[config.mk]
export PLATFORM = sky130hd
export DESIGN_NAME = weight_update_ctrl
export DESIGN_NICKNAME = d
export VERILOG_FILES = /design/src/rtl/nn_pkg.sv /design/src/rtl/weight_update_ctrl_train_counter.sv /design/src/rtl/weight_update_ctrl.sv
export SDC_FILE = /design/constraint.sdc
export NUM_CORES = 1
export LEC_CHECK = 0
export BUFFER_PORTS_ARGS = -buffer_cell sky130_fd_sc_hd__buf_2
export CORE_MARGIN = 10
export CORE_UTILIZATION = 55
export CTS_CLUSTER_SIZE = 25
export DETAILED_ROUTE_END_ITERATION = 10
export PLACE_DENSITY = 0.8
export SYNTH_ARGS = -nofsm -noshare
export SYNTH_HDL_FRONTEND = slang
export SYNTH_SLANG_ARGS = --single-unit
[constraint.sdc]
create_clock -name clk -period 2.9 [get_ports clk]
set_input_delay 0 -clock clk [delete_from_list [all_inputs] [get_ports clk]]
set_output_delay 0 -clock clk [all_outputs]
set_load 0.05 [all_outputs]
[src/rtl/nn_pkg.sv]
// Shared definitions for the training controller: FSM state encoding and the
// Q6.10 weight format used by the weight registers this block drives.
package nn_pkg;

    localparam int Q_W    = 16;
    localparam int Q_FRAC = 10;

    typedef enum logic [2:0] {
        ST_IDLE,
        ST_INIT,
        ST_FWD_START,
        ST_FWD_WAIT,
        ST_BWD_START,
        ST_BWD_WAIT,
        ST_UPDATE,
        ST_DONE
    } wu_state_t;

endpackage

[src/rtl/weight_update_ctrl_train_counter.sv]
// Sample/epoch counter pair with limits latched at run start; flags the last
// sample of an epoch and the last epoch of a run.
module train_counter #(
    parameter int SAMPLE_W = 4,
    parameter int EPOCH_W  = 8
) (
    input  logic                clk,
    input  logic                reset,
    input  logic                clear,
    input  logic                adv,
    input  logic [SAMPLE_W-1:0] num_samples,
    input  logic [EPOCH_W-1:0]  num_epochs,
    output logic [SAMPLE_W-1:0] sample_idx,
    output logic [EPOCH_W-1:0]  epoch_cnt,
    output logic                last_sample,
    output logic                last_epoch,
    output logic                zero_run
);

    logic [SAMPLE_W-1:0] lim_s;
    logic [EPOCH_W-1:0]  lim_e;

    // idx+1 >= limit, widened by one bit so a zero limit never wraps
    assign last_sample = ({1'b0, sample_idx} + (SAMPLE_W+1)'(1)) >= {1'b0, lim_s};
    assign last_epoch  = ({1'b0, epoch_cnt} + (EPOCH_W+1)'(1)) >= {1'b0, lim_e};
    assign zero_run    = (lim_s == '0) || (lim_e == '0);

    always_ff @(posedge clk) begin
        if (reset) begin
            lim_s      <= '0;
            lim_e      <= '0;
            sample_idx <= '0;
            epoch_cnt  <= '0;
        end else if (clear) begin
            lim_s      <= num_samples;
            lim_e      <= num_epochs;
            sample_idx <= '0;
            epoch_cnt  <= '0;
        end else if (adv) begin
            if (!last_sample) begin
                sample_idx <= sample_idx + SAMPLE_W'(1);
            end else if (!last_epoch) begin
                sample_idx <= '0;
                epoch_cnt  <= epoch_cnt + EPOCH_W'(1);
            end
        end
    end

endmodule

[src/rtl/weight_update_ctrl.sv]
// Training-run sequencer: initialises weights, then loops forward pass,
// backprop and weight update over every sample of every epoch.
module weight_update_ctrl
    import nn_pkg::*;
#(
    parameter int SAMPLE_W = 4,
    parameter int EPOCH_W  = 8
) (
    input  logic                clk,
    input  logic                reset,
    input  logic                start,
    input  logic [SAMPLE_W-1:0] num_samples,
    input  logic [EPOCH_W-1:0]  num_epochs,
    input  logic                fwd_done,
    input  logic                bwd_done,
    output logic                fwd_start,
    output logic                bwd_start,
    output logic                select_initial,
    output logic                select_update,
    output logic [SAMPLE_W-1:0] sample_idx,
    output logic [EPOCH_W-1:0]  epoch_cnt,
    output logic                busy,
    output logic                done
);

    wu_state_t state;
    logic      clear, adv;
    logic      last_sample, last_epoch, zero_run;

    assign clear = (state == ST_IDLE) && start;
    assign adv   = (state == ST_UPDATE);

    train_counter #(
        .SAMPLE_W (SAMPLE_W),
        .EPOCH_W  (EPOCH_W)
    ) u_cnt (
        .clk         (clk),
        .reset       (reset),
        .clear       (clear),
        .adv         (adv),
        .num_samples (num_samples),
        .num_epochs  (num_epochs),
        .sample_idx  (sample_idx),
        .epoch_cnt   (epoch_cnt),
        .last_sample (last_sample),
        .last_epoch  (last_epoch),
        .zero_run    (zero_run)
    );

    // Outputs are decoded from the next state so they line up with it.
    always_ff @(posedge clk) begin
        if (reset) begin
            state          <= ST_IDLE;
            fwd_start      <= 1'b0;
            bwd_start      <= 1'b0;
            select_initial <= 1'b0;
            select_update  <= 1'b0;
            busy           <= 1'b0;
            done           <= 1'b0;
        end else begin
            fwd_start      <= 1'b0;
            bwd_start      <= 1'b0;
            select_initial <= 1'b0;
            select_update  <= 1'b0;
            done           <= 1'b0;
            case (state)
                ST_IDLE: if (start) begin
                    state          <= ST_INIT;
                    select_initial <= 1'b1;
                    busy           <= 1'b1;
                end
                ST_INIT: if (zero_run) begin
                    state <= ST_DONE;
                    done  <= 1'b1;
                end else begin
                    state     <= ST_FWD_START;
                    fwd_start <= 1'b1;
                end
                ST_FWD_START: state <= ST_FWD_WAIT;
                ST_FWD_WAIT: if (fwd_done) begin
                    state     <= ST_BWD_START;
                    bwd_start <= 1'b1;
                end
                ST_BWD_START: state <= ST_BWD_WAIT;
                ST_BWD_WAIT: if (bwd_done) begin
                    state         <= ST_UPDATE;
                    select_update <= 1'b1;
                end
                ST_UPDATE: if (last_sample && last_epoch) begin
                    state <= ST_DONE;
                    done  <= 1'b1;
                end else begin
                    state     <= ST_FWD_START;
                    fwd_start <= 1'b1;
                end
                ST_DONE: begin
                    state <= ST_IDLE;
                    busy  <= 1'b0;
                end
                default: begin
                    state <= ST_IDLE;
                    busy  <= 1'b0;
                end
            endcase
        end
    end

endmodule
==> impl_metrics.ini, run 1 <==
[power]
power.leakage_nw = 1.03
p_per_area_nw_per_um2 = 647
power.total_mw = 1.55
ir_drop_mv = 0.411

[route]
drc = 0
totalWireLength_um = 4840
drt_iter0_markers = 135
via_per_inst = 5.57
first_pass_iters = 4
ant_nets = 0
vias = 1856
wire_per_inst_um = 14.5

[synth]
synth_fp_nets = 266
yosysWarnings = 0
synth_area_um2 = 1870
ys_ff_latch = 33
yosysUniqueCellTypes = 43
syn_inst = 235
syn_avg_cell_area_um2 = 7.98
yosysSeqAreaShare_pct = 35.2

[critical_path]
crit_required_ns = 3.18
cp-end-kind = flip-flop
critPathMaxFanout = 5
path_class = reg -> reg
critPathArrivalTime_ns = 3.07
critPathLaunchType = flip-flop

[placement]
dpl.hpwl_um = 3220
portBuffers = 34
routabilityCongestion = 0.938
dpl.cell_count = 307

[flow_run]
max-cap-violations = 0

[timing]
setup_viol = 0
fin_crit_sh_pct = 96.1
hold_viol = 0
whs_ns = 0.0791
setup_tns_ns = 0
fin_skew_ns = 0.00726
max_slew_margin_pct = 57.3
worstMarginPinSlew_ns = 0.639
maxSlewViolCount = 0
finalCriticalPeriod_ns = 2.79
fmax_mhz = 359

[finish]
area_growth_syn_to_layout_pct = 27.4
antennaDiodeCount = 0
final_cells = 333
drive_gt1_share_pct = 23.7
num-nets-final = 317

[clock_network]
cts_buffer_depth = 2
cts_buffers = 5
htree_num_levels = 2
clock-sinks = 33
root_buffer = clkbuf_4
clk-insertion-delay-late_ns = 0.34
clk_pin_slew_worst_paths_ns = 0.10
tritoncts = built

[floorplanning]
initial_core_util_pct = 56.6
die_height_um = 78.4
rows = 21
dieArea_um2 = 6140
fp.dieW_um = 78.4
core_area_um2 = 3310
ios = 35

[global_routing]
grt_usage_pct = 15.6
grt_max_degree = 30
grt_pass1_wl_um = 7980
antenna_found_initial = 0
grt_overflow = 0
grt_pass1_vias = 1745

[status]
outcome = complete, no violations

[worst_hold_path]
hp-class = in -> reg
## path summary, 6_finish.rpt
check                                    end  cells past startpoint  slack (ns)                            start
min reg2reg      u_cnt.lim_s[1]$_SDFFE_PP0P_                      2        0.48      u_cnt.lim_s[1]$_SDFFE_PP0P_
min                        busy$_SDFFE_PP0P_                      5        0.08                            start
max reg2reg  u_cnt.epoch_cnt[2]$_SDFFE_PP0P_                     10        0.11  u_cnt.epoch_cnt[0]$_SDFFE_PP0P_
max          u_cnt.epoch_cnt[2]$_SDFFE_PP0P_                     10        0.11  u_cnt.epoch_cnt[0]$_SDFFE_PP0P_
## final cells by class
class | count | area (um2)
Timing Repair Buffer | 55 | 363
Clock buffer | 8 | 80.1
Multi-Input combinational cell | 177 | 1170
Fill cell | 286 | 922
Sequential cell | 33 | 668
Tap cell | 46 | 57.6
Inverter | 14 | 52.6
## state kept, by name (all words and copies together), names as in the netlist
name              flops
fwd_start             1
u_cnt.lim_e           8
bwd_start             1
busy                  1
select_update         1
u_cnt.sample_idx      4
u_cnt.epoch_cnt       8
u_cnt.lim_s           4
state                 3
done                  1
select_initial        1
## cells in the mapped netlist, drive strengths merged
library cell / n / share of area (%)
and2: 1 / 0.40
and3: 6 / 2.3
a21oi: 26 / 6.9
o21ai: 6 / 1.6
o211a: 1 / 0.53
nand2: 45 / 9.0
mux2i: 4 / 2.1
nand2b: 1 / 0.33
buf: 5 / 1.8
and4: 1 / 0.47
o211ai: 1 / 0.67
nand3: 9 / 2.4
dfxtp: 33 / 35
nor2: 10 / 2.0
o41ai: 1 / 0.47
o22ai: 4 / 1.3
inv: 14 / 2.8
nor3: 6 / 1.9
or3: 5 / 1.7
or4: 4 / 1.6
a211oi: 1 / 0.67
a31oi: 1 / 0.33
nor4: 4 / 1.3
xnor2: 2 / 0.93
o2111ai: 2 / 0.93
ha: 14 / 9.3
a2111oi: 1 / 0.80
o21a: 2 / 0.80
xor2: 6 / 2.8
or2b: 1 / 0.40
nor2b: 1 / 0.33
a21o: 2 / 0.87
or2: 1 / 0.33
o31ai: 4 / 1.6
clkbuf: 7 / 1.4
nand4: 2 / 0.67
a221oi: 1 / 0.80
## routing by layer
layer | vias up | GRT usage [%] | part of all wire, % | wire [um]
li1 | 936 | - | - | -
met1 | 857 | 17.6 | 42 | 2030
met5 | - | 0 | 0 | 0
met2 | 57 | 26.7 | 51 | 2450
met3 | 6 | 5.47 | 6.3 | 304
met4 | 0 | 5.20 | 1.1 | 55
## layout by cell type, fill, tap and decap left out, types with 2 or more instances in the layout
| cell | count |
|---|---|
| dlygate4sd3_1 | 14 |
| mux2i_1 | 4 |
| o2111ai_1 | 2 |
| buf_4 | 7 |
| clkbuf_4 | 5 |
| o31ai_1 | 4 |
| nand3_1 | 9 |
| inv_1 | 14 |
| buf_2 | 34 |
| and3_1 | 2 |
| or4_1 | 3 |
| nor2_1 | 10 |
| a21oi_1 | 25 |
| o21ai_0 | 6 |
| or3_1 | 5 |
| nand4_1 | 2 |
| nor3_1 | 5 |
| xnor2_1 | 2 |
| and3_4 | 4 |
| nor4_1 | 4 |
| o22ai_1 | 4 |
| o21a_1 | 2 |
| xor2_1 | 6 |
| nand2_1 | 45 |
| dfxtp_1 | 29 |
| dfxtp_2 | 3 |
| ha_1 | 13 |
## through the flow
stage / setup WS (ns) / utilization [%] / cell area (um2)
2_1_floorplan: 0.00169 / - / 1880
3_3_place_gp: 0.113 / 62.8 / 2080
3_5_place_dp: 0.0570 / 62.8 / 2080
4_1_cts: 0.0155 / 69.5 / 2300
5_1_grt: -0.0362 / 72.1 / 2390
6_report: 0.112 / 72.1 / 2390
## critical path: stages (launching register included)
cell	delay (ns)
dfxtp_4	0.39
ha_4	0.15
and3_4	0.21
nand3_1	0.11
xnor2_1	0.15
ha_1	0.33
a21o_1	0.20
a221oi_4	0.40
o211ai_4	0.16
or4_4	0.50
a21oi_2	0.14
## cells by family after synthesis
logic type                 after synthesis  synth area share [%]
DFF                                     33                  35.2
muxes                                    4                  2.14
AOI/OAI and AO/OA                       53                  18.4
and+or+nand+nor                         97                  25.2
xor gates and xnor gates                 8                  3.74
buffers and inverters                   26                  6.01
adders and majority gates               14                  9.35
## what timing repair did
item	CTS	global route
gates resized for setup	0	9
endpoints found under the setup margin	0	13
setup buffers	0	3
hold buffers	14	0
hold endpoints to repair	14	0
## power breakdown
part	switching, mW	internal, mW	total [mW]
Combinational	0.399	0.227	0.626
Sequential	0.0743	0.516	0.590
Clock	0.159	0.171	0.330
Note: power is estimated with default switching activity, not from simulation.
==> run 2: changes to the inputs <==
--- a/config.mk
+++ b/config.mk
@@ -10,6 +10,7 @@
 export CORE_UTILIZATION = 55
 export CTS_CLUSTER_SIZE = 25
 export DETAILED_ROUTE_END_ITERATION = 10
+export GPL_TIMING_DRIVEN = 0
 export PLACE_DENSITY = 0.8
 export SYNTH_ARGS = -nofsm -noshare
 export SYNTH_HDL_FRONTEND = slang
==> impl_metrics.ini, run 2 (synthesis gave the netlist of run 1 again) <==
[timing]
fin_crit_sh_pct = 96.5
fmax_mhz = 357
maxSlewViolCount = 0
max_slew_margin_pct = 52.6
hold_viol = 0
fin_ws_ns = 0.100
fin_skew_ns = 0.0133
finalCriticalPeriod_ns = 2.80
worstMarginPinSlew_ns = 0.704
setup_viol = 0

[power]
ir_drop_mv = 0.464
power.total_mw = 1.62
pwr-share-comb_pct = 43.6
internal_power_mw = 0.981
sw_frac_of_total_pct = 39.3
power_frac_clock_pct = 22.3
p_seq_share_pct = 34.1
p_per_area_nw_per_um2 = 664
power_switching_mw = 0.635
power.leakage_nw = 1.05

[clock_network]
cts_buffers = 5
htree_num_levels = 2
clock-sinks = 33
root_buffer = clkbuf_4
clk_pin_slew_worst_paths_ns = 0.11
cts_buffer_depth = 2
tritoncts = built
clk-insertion-delay-late_ns = 0.35

[global_routing]
grt_pass1_wl_um = 7780
grt_usage_pct = 15.2
grt_overflow = 0
grt_pass1_vias = 1759
grt_max_degree = 11
antenna_found_initial = 0

[critical_path]
critPathArrivalTime_ns = 3.07
ff2ff_path_depth = 11
critPathMaxFanout = 8
r2r_start = u_cnt.epoch_cnt[0]$_SDFFE_PP0P_
crit_required_ns = 3.17
path_class = reg -> reg
critPathLaunchType = flip-flop
startpoint = u_cnt.epoch_cnt[0]$_SDFFE_PP0P_
regToRegSetupSlack_ns = 0.10
cp-end-kind = flip-flop
crit_end = u_cnt.epoch_cnt[0]$_SDFFE_PP0P_
r2r-end = u_cnt.epoch_cnt[0]$_SDFFE_PP0P_

[route]
drt_iter0_markers = 148
wire_per_inst_um = 13.8
vias = 1905
routed-wl-met3_um = 305
ant_nets = 0
via_per_inst = 5.54
highest-signal-layer = met4
drc = 0
wl_met2_um = 2310
totalWireLength_um = 4760
met1_length_um = 2050
first_pass_iters = 4

[finish]
area_growth_syn_to_layout_pct = 29.9
fin_area_um2 = 2430
final_util_pct = 73.5
final.fill_count = 264
num-nets-final = 328
antennaDiodeCount = 0
drive_gt1_share_pct = 23.5
final_common_cell = nand2_1
mostFrequentLayoutCells = nand2_1, buf_2, dfxtp_1, a21oi_1, dlygate4sd3_1
reg_top3 = u_cnt.epoch_cnt x8, u_cnt.lim_e x8

[floorplanning]
ios = 35
initial_core_util_pct = 56.6
fp.dieW_um = 78.4
die_height_um = 78.4
dieArea_um2 = 6140
rows = 21
core_area_um2 = 3310

[status]
outcome = complete, no violations

[placement]
dpl.hpwl_um = 3300
portBuffers = 34
routabilityCongestion = 0.877
dpl-instance-area_um2 = 2110
place_ws_ns = 0.0315

[worst_hold_path]
hp-class = in -> reg
min_path_cells = 5

[flow_run]
max-cap-violations = 0
[run 2: cell count changes in the layout (fill, tap and decap cells not counted), sizes merged]
cell,before,now
buf,41,45
o211ai,2,1
clkbuf,8,14
dlygate4sd3,14,15
bufinv,0,1
[run 2: power groups by stage]
stage,Clock [mW],Combinational (mW),Sequential (mW)
2_1_floorplan,0,0.444,0.610
3_3_place_gp,0,0.628,0.560
3_5_place_dp,0,0.636,0.561
4_1_cts,0.363,0.659,0.551
5_1_grt,0.386,0.777,0.557
6_report,0.361,0.704,0.550
[run 2: routing by layer]
metal  track usage, %  vias to the layer above
li1                 -                      948
met1             17.9                      880
met2             25.3                       64
met3             4.21                       13
met4             6.63                        0
met5                0                        -
[run 2: metrics by stage]
stage	hold WS, ns	cells	TNS [ns]
3_5_place_dp	0.246	315	0
6_report	0.0702	344	0
3_3_place_gp	0.243	315	0
2_1_floorplan	0.136	235	0
4_1_cts	0.0674	338	0
5_1_grt	0.133	344	-0.00474
[run 2: worst min path at each step]
stage	startpoint	endpoint	slack (ns)
2_1_floorplan	num_epochs[1]	u_cnt.lim_e[1]$_SDFFE_PP0P_	0.14
5_1_grt	start	busy$_SDFFE_PP0P_	0.13
4_1_cts	start	busy$_SDFFE_PP0P_	0.07
3_5_place_dp	num_samples[1]	u_cnt.lim_s[1]$_SDFFE_PP0P_	0.25
3_3_place_gp	num_samples[1]	u_cnt.lim_s[1]$_SDFFE_PP0P_	0.24
6_report	start	busy$_SDFFE_PP0P_	0.07
[run 2: cell type report]
| type | count | area, um2 | area share, % |
|---|---|---|---|
| plain buffers | 12 | 60.1 | 2.47 |
| clock buffers | 7 | 55.1 | 2.26 |
| multi-input cells | 176 | 1140 | 47.0 |
| well taps | 46 | 57.6 | 2.36 |
| clock inverters | 1 | 30.0 | 1.23 |
| inverters | 14 | 52.6 | 2.16 |
| flip-flops and latches | 33 | 671 | 27.5 |
| repair buffers | 55 | 365 | 15.0 |
[run 2: critical path: stages (launching register included)]
cell,delay [ns]
dfxtp_4,0.40
and3_4,0.20
and3_4,0.20
and3_4,0.19
xor2_1,0.16
ha_1,0.26
and3_4,0.19
a221oi_4,0.27
o211ai_2,0.18
buf_6,0.17
or4_1,0.39
a21oi_1,0.13
[run 2: repair_timing]
action | 4_1_cts | 5_1_grt
endpoints found under the hold margin | 15 | 0
gates resized for setup | 2 | 6
cloned | 0 | 0
hold buffers | 15 | 0
endpoints found under the setup margin | 1 | 12
buffers inserted | 0 | 6
pin swaps | 1 | 5
==> run 3: changes to the inputs <==
--- a/config.mk
+++ b/config.mk
@@ -12,6 +12,7 @@
 export DETAILED_ROUTE_END_ITERATION = 10
 export GPL_TIMING_DRIVEN = 0
 export PLACE_DENSITY = 0.8
+export SETUP_SLACK_MARGIN = 0.3
 export SYNTH_ARGS = -nofsm -noshare
 export SYNTH_HDL_FRONTEND = slang
 export SYNTH_SLANG_ARGS = --single-unit
==> impl_metrics.ini, run 3 (synthesis gave the netlist of run 1 again) <==
[status]
outcome = complete, no violations

[timing]
rsz0062_at_grt = true
maxSlewViolCount = 0
finalCriticalPeriod_ns = 2.82
worstMarginPinSlew_ns = 0.704
hold_viol = 0
fin_crit_sh_pct = 97.3
setup_viol = 0
fmax_mhz = 354
max_slew_margin_pct = 52.8
fin_skew_ns = 0.00313

[placement]
dpl.hpwl_um = 3460
routabilityCongestion = 0.902
dpl-instance-area_um2 = 2140
portBuffers = 34
dpl.cell_count = 315

[worst_hold_path]
hp-class = in -> reg

[finish]
final_util_pct = 79.6
drive_gt1_share_pct = 31.3
reg_top3 = u_cnt.epoch_cnt x8, u_cnt.lim_e x8
mostFrequentLayoutCells = nand2_1, buf_2, dfxtp_1, a21oi_1, dlygate4sd3_1
fin_area_um2 = 2640
final_cells = 350
area_growth_syn_to_layout_pct = 40.7
antennaDiodeCount = 0
num-nets-final = 334
final_common_cell = nand2_1

[global_routing]
grt_overflow = 0
grt_pass1_wl_um = 8560
grt_pass1_vias = 1865
grt_usage_pct = 17.0
antenna_found_initial = 0
grt_max_degree = 12

[critical_path]
worst_path_largest_cell_delay_ns = 0.41
critPathArrivalTime_ns = 3.12
critPathMaxFanout = 4
path_class = reg -> reg
crit_required_ns = 3.19
cp_slowest_cell = or4_4
cp-end-kind = flip-flop
cp_top_family = simple AND/OR/NAND/NOR gates
path_cells = and3_4 -> and3_4 -> and3_4 -> xor2_2 -> ha_1 -> and3_4 -> a221oi_4 -> o211ai_2 -> buf_4 -> or4_4 -> a21oi_2
critPathLaunchType = flip-flop
crit_buf_inv = 1
crit_top_cell = and3_4

[floorplanning]
rows = 21
initial_core_util_pct = 56.6
die_height_um = 78.4
fp.dieW_um = 78.4
core_area_um2 = 3310
dieArea_um2 = 6140
ios = 35

[route]
totalWireLength_um = 5300
first_pass_iters = 4
wire_per_inst_um = 15.1
drc = 0
vias = 1934
drt_iter0_markers = 163
ant_nets = 0
via_per_inst = 5.53

[power]
power_frac_clock_pct = 22.1
ir_drop_mv = 0.430
pwr-share-comb_pct = 47.6
p_seq_share_pct = 30.2
sw_frac_of_total_pct = 40.8
internal_power_mw = 1.08
p_per_area_nw_per_um2 = 690
power.leakage_nw = 1.13
power_switching_mw = 0.741

[clock_network]
clk_pin_slew_worst_paths_ns = 0.10
cts_buffers = 5
root_buffer = clkbuf_4
clk-insertion-delay-late_ns = 0.36
htree_num_levels = 2
cts_buffer_depth = 2
clock-sinks = 33
tritoncts = built

[flow_run]
max-cap-violations = 0
## run 3: cell count changes in the layout (fill, tap and decap cells not counted), sizes merged
cell	before	now
clkbuf	14	13
clkinv	0	1
buf	45	51
## run 3: what timing repair did
action,in CTS,in global routing
gates resized for setup,6,22
setup endpoints to repair,15,15
hold endpoints to repair,15,0
setup buffers,7,5
hold buffers,15,0
pin swaps,5,9
## run 3: layout make-up
| class | instances | area [um2] |
|---|---|---|
| inverters | 14 | 52.6 |
| fillers | 232 | 674 |
| flip-flops and latches | 33 | 674 |
| clock buffers | 6 | 62.6 |
| repair buffers | 61 | 422 |
| well taps | 46 | 57.6 |
| multi-input cells | 176 | 1270 |
| plain buffers | 12 | 60.1 |
| clock inverters | 2 | 35.0 |
## run 3: power groups by stage
| stage | clock [mW] | combinational (mW) | sequential [mW] |
|---|---|---|---|
| 3_3_place_gp | 0 | 0.631 | 0.558 |
| 3_5_place_dp | 0 | 0.644 | 0.560 |
| 2_1_floorplan | 0 | 0.444 | 0.608 |
| 4_1_cts | 0.404 | 0.710 | 0.549 |
| 5_1_grt | 0.426 | 0.945 | 0.556 |
| 6_report | 0.403 | 0.866 | 0.550 |
## run 3: per-layer routing
| layer | routed length, um | up-vias | GRT usage (%) |
|---|---|---|---|
| met1 | 2260 | 898 | 19.3 |
| met5 | 0 | - | 0 |
| met4 | 119 | 0 | 6.63 |
| met2 | 2590 | 61 | 28.9 |
| li1 | - | 965 | - |
| met3 | 326 | 10 | 5.58 |
## run 3: per-stage QoR
| stage | TNS, ns | total power [mW] | hold slack [ns] | setup WS, ns |
|---|---|---|---|---|
| detailed placement | 0 | 1.20 | 0.249 | 0.0214 |
| finish | 0 | 1.82 | 0.0684 | 0.0774 |
| global placement | 0 | 1.19 | 0.244 | 0.110 |
| global route | -0.00627 | 1.93 | 0.0938 | -0.00627 |
| CTS | 0 | 1.66 | 0.0722 | 0.127 |
| floorplan | 0 | 1.05 | 0.136 | 0.167 |
## run 3: tightest hold or removal path: stages
cell     delay (ns)
buf_2          0.12
a31oi_1        0.08
nor2_1         0.08
a21oi_1        0.05
nor2_1         0.07
## run 3: final timing paths
check,depth (start not counted),end,start,slack (ns)
max,11,u_cnt.epoch_cnt[4]$_SDFFE_PP0P_,u_cnt.epoch_cnt[1]$_SDFFE_PP0P_,0.08
min,5,busy$_SDFFE_PP0P_,start,0.07
max reg2reg,11,u_cnt.epoch_cnt[4]$_SDFFE_PP0P_,u_cnt.epoch_cnt[1]$_SDFFE_PP0P_,0.08
min reg2reg,2,u_cnt.lim_s[3]$_SDFFE_PP0P_,u_cnt.lim_s[3]$_SDFFE_PP0P_,0.48
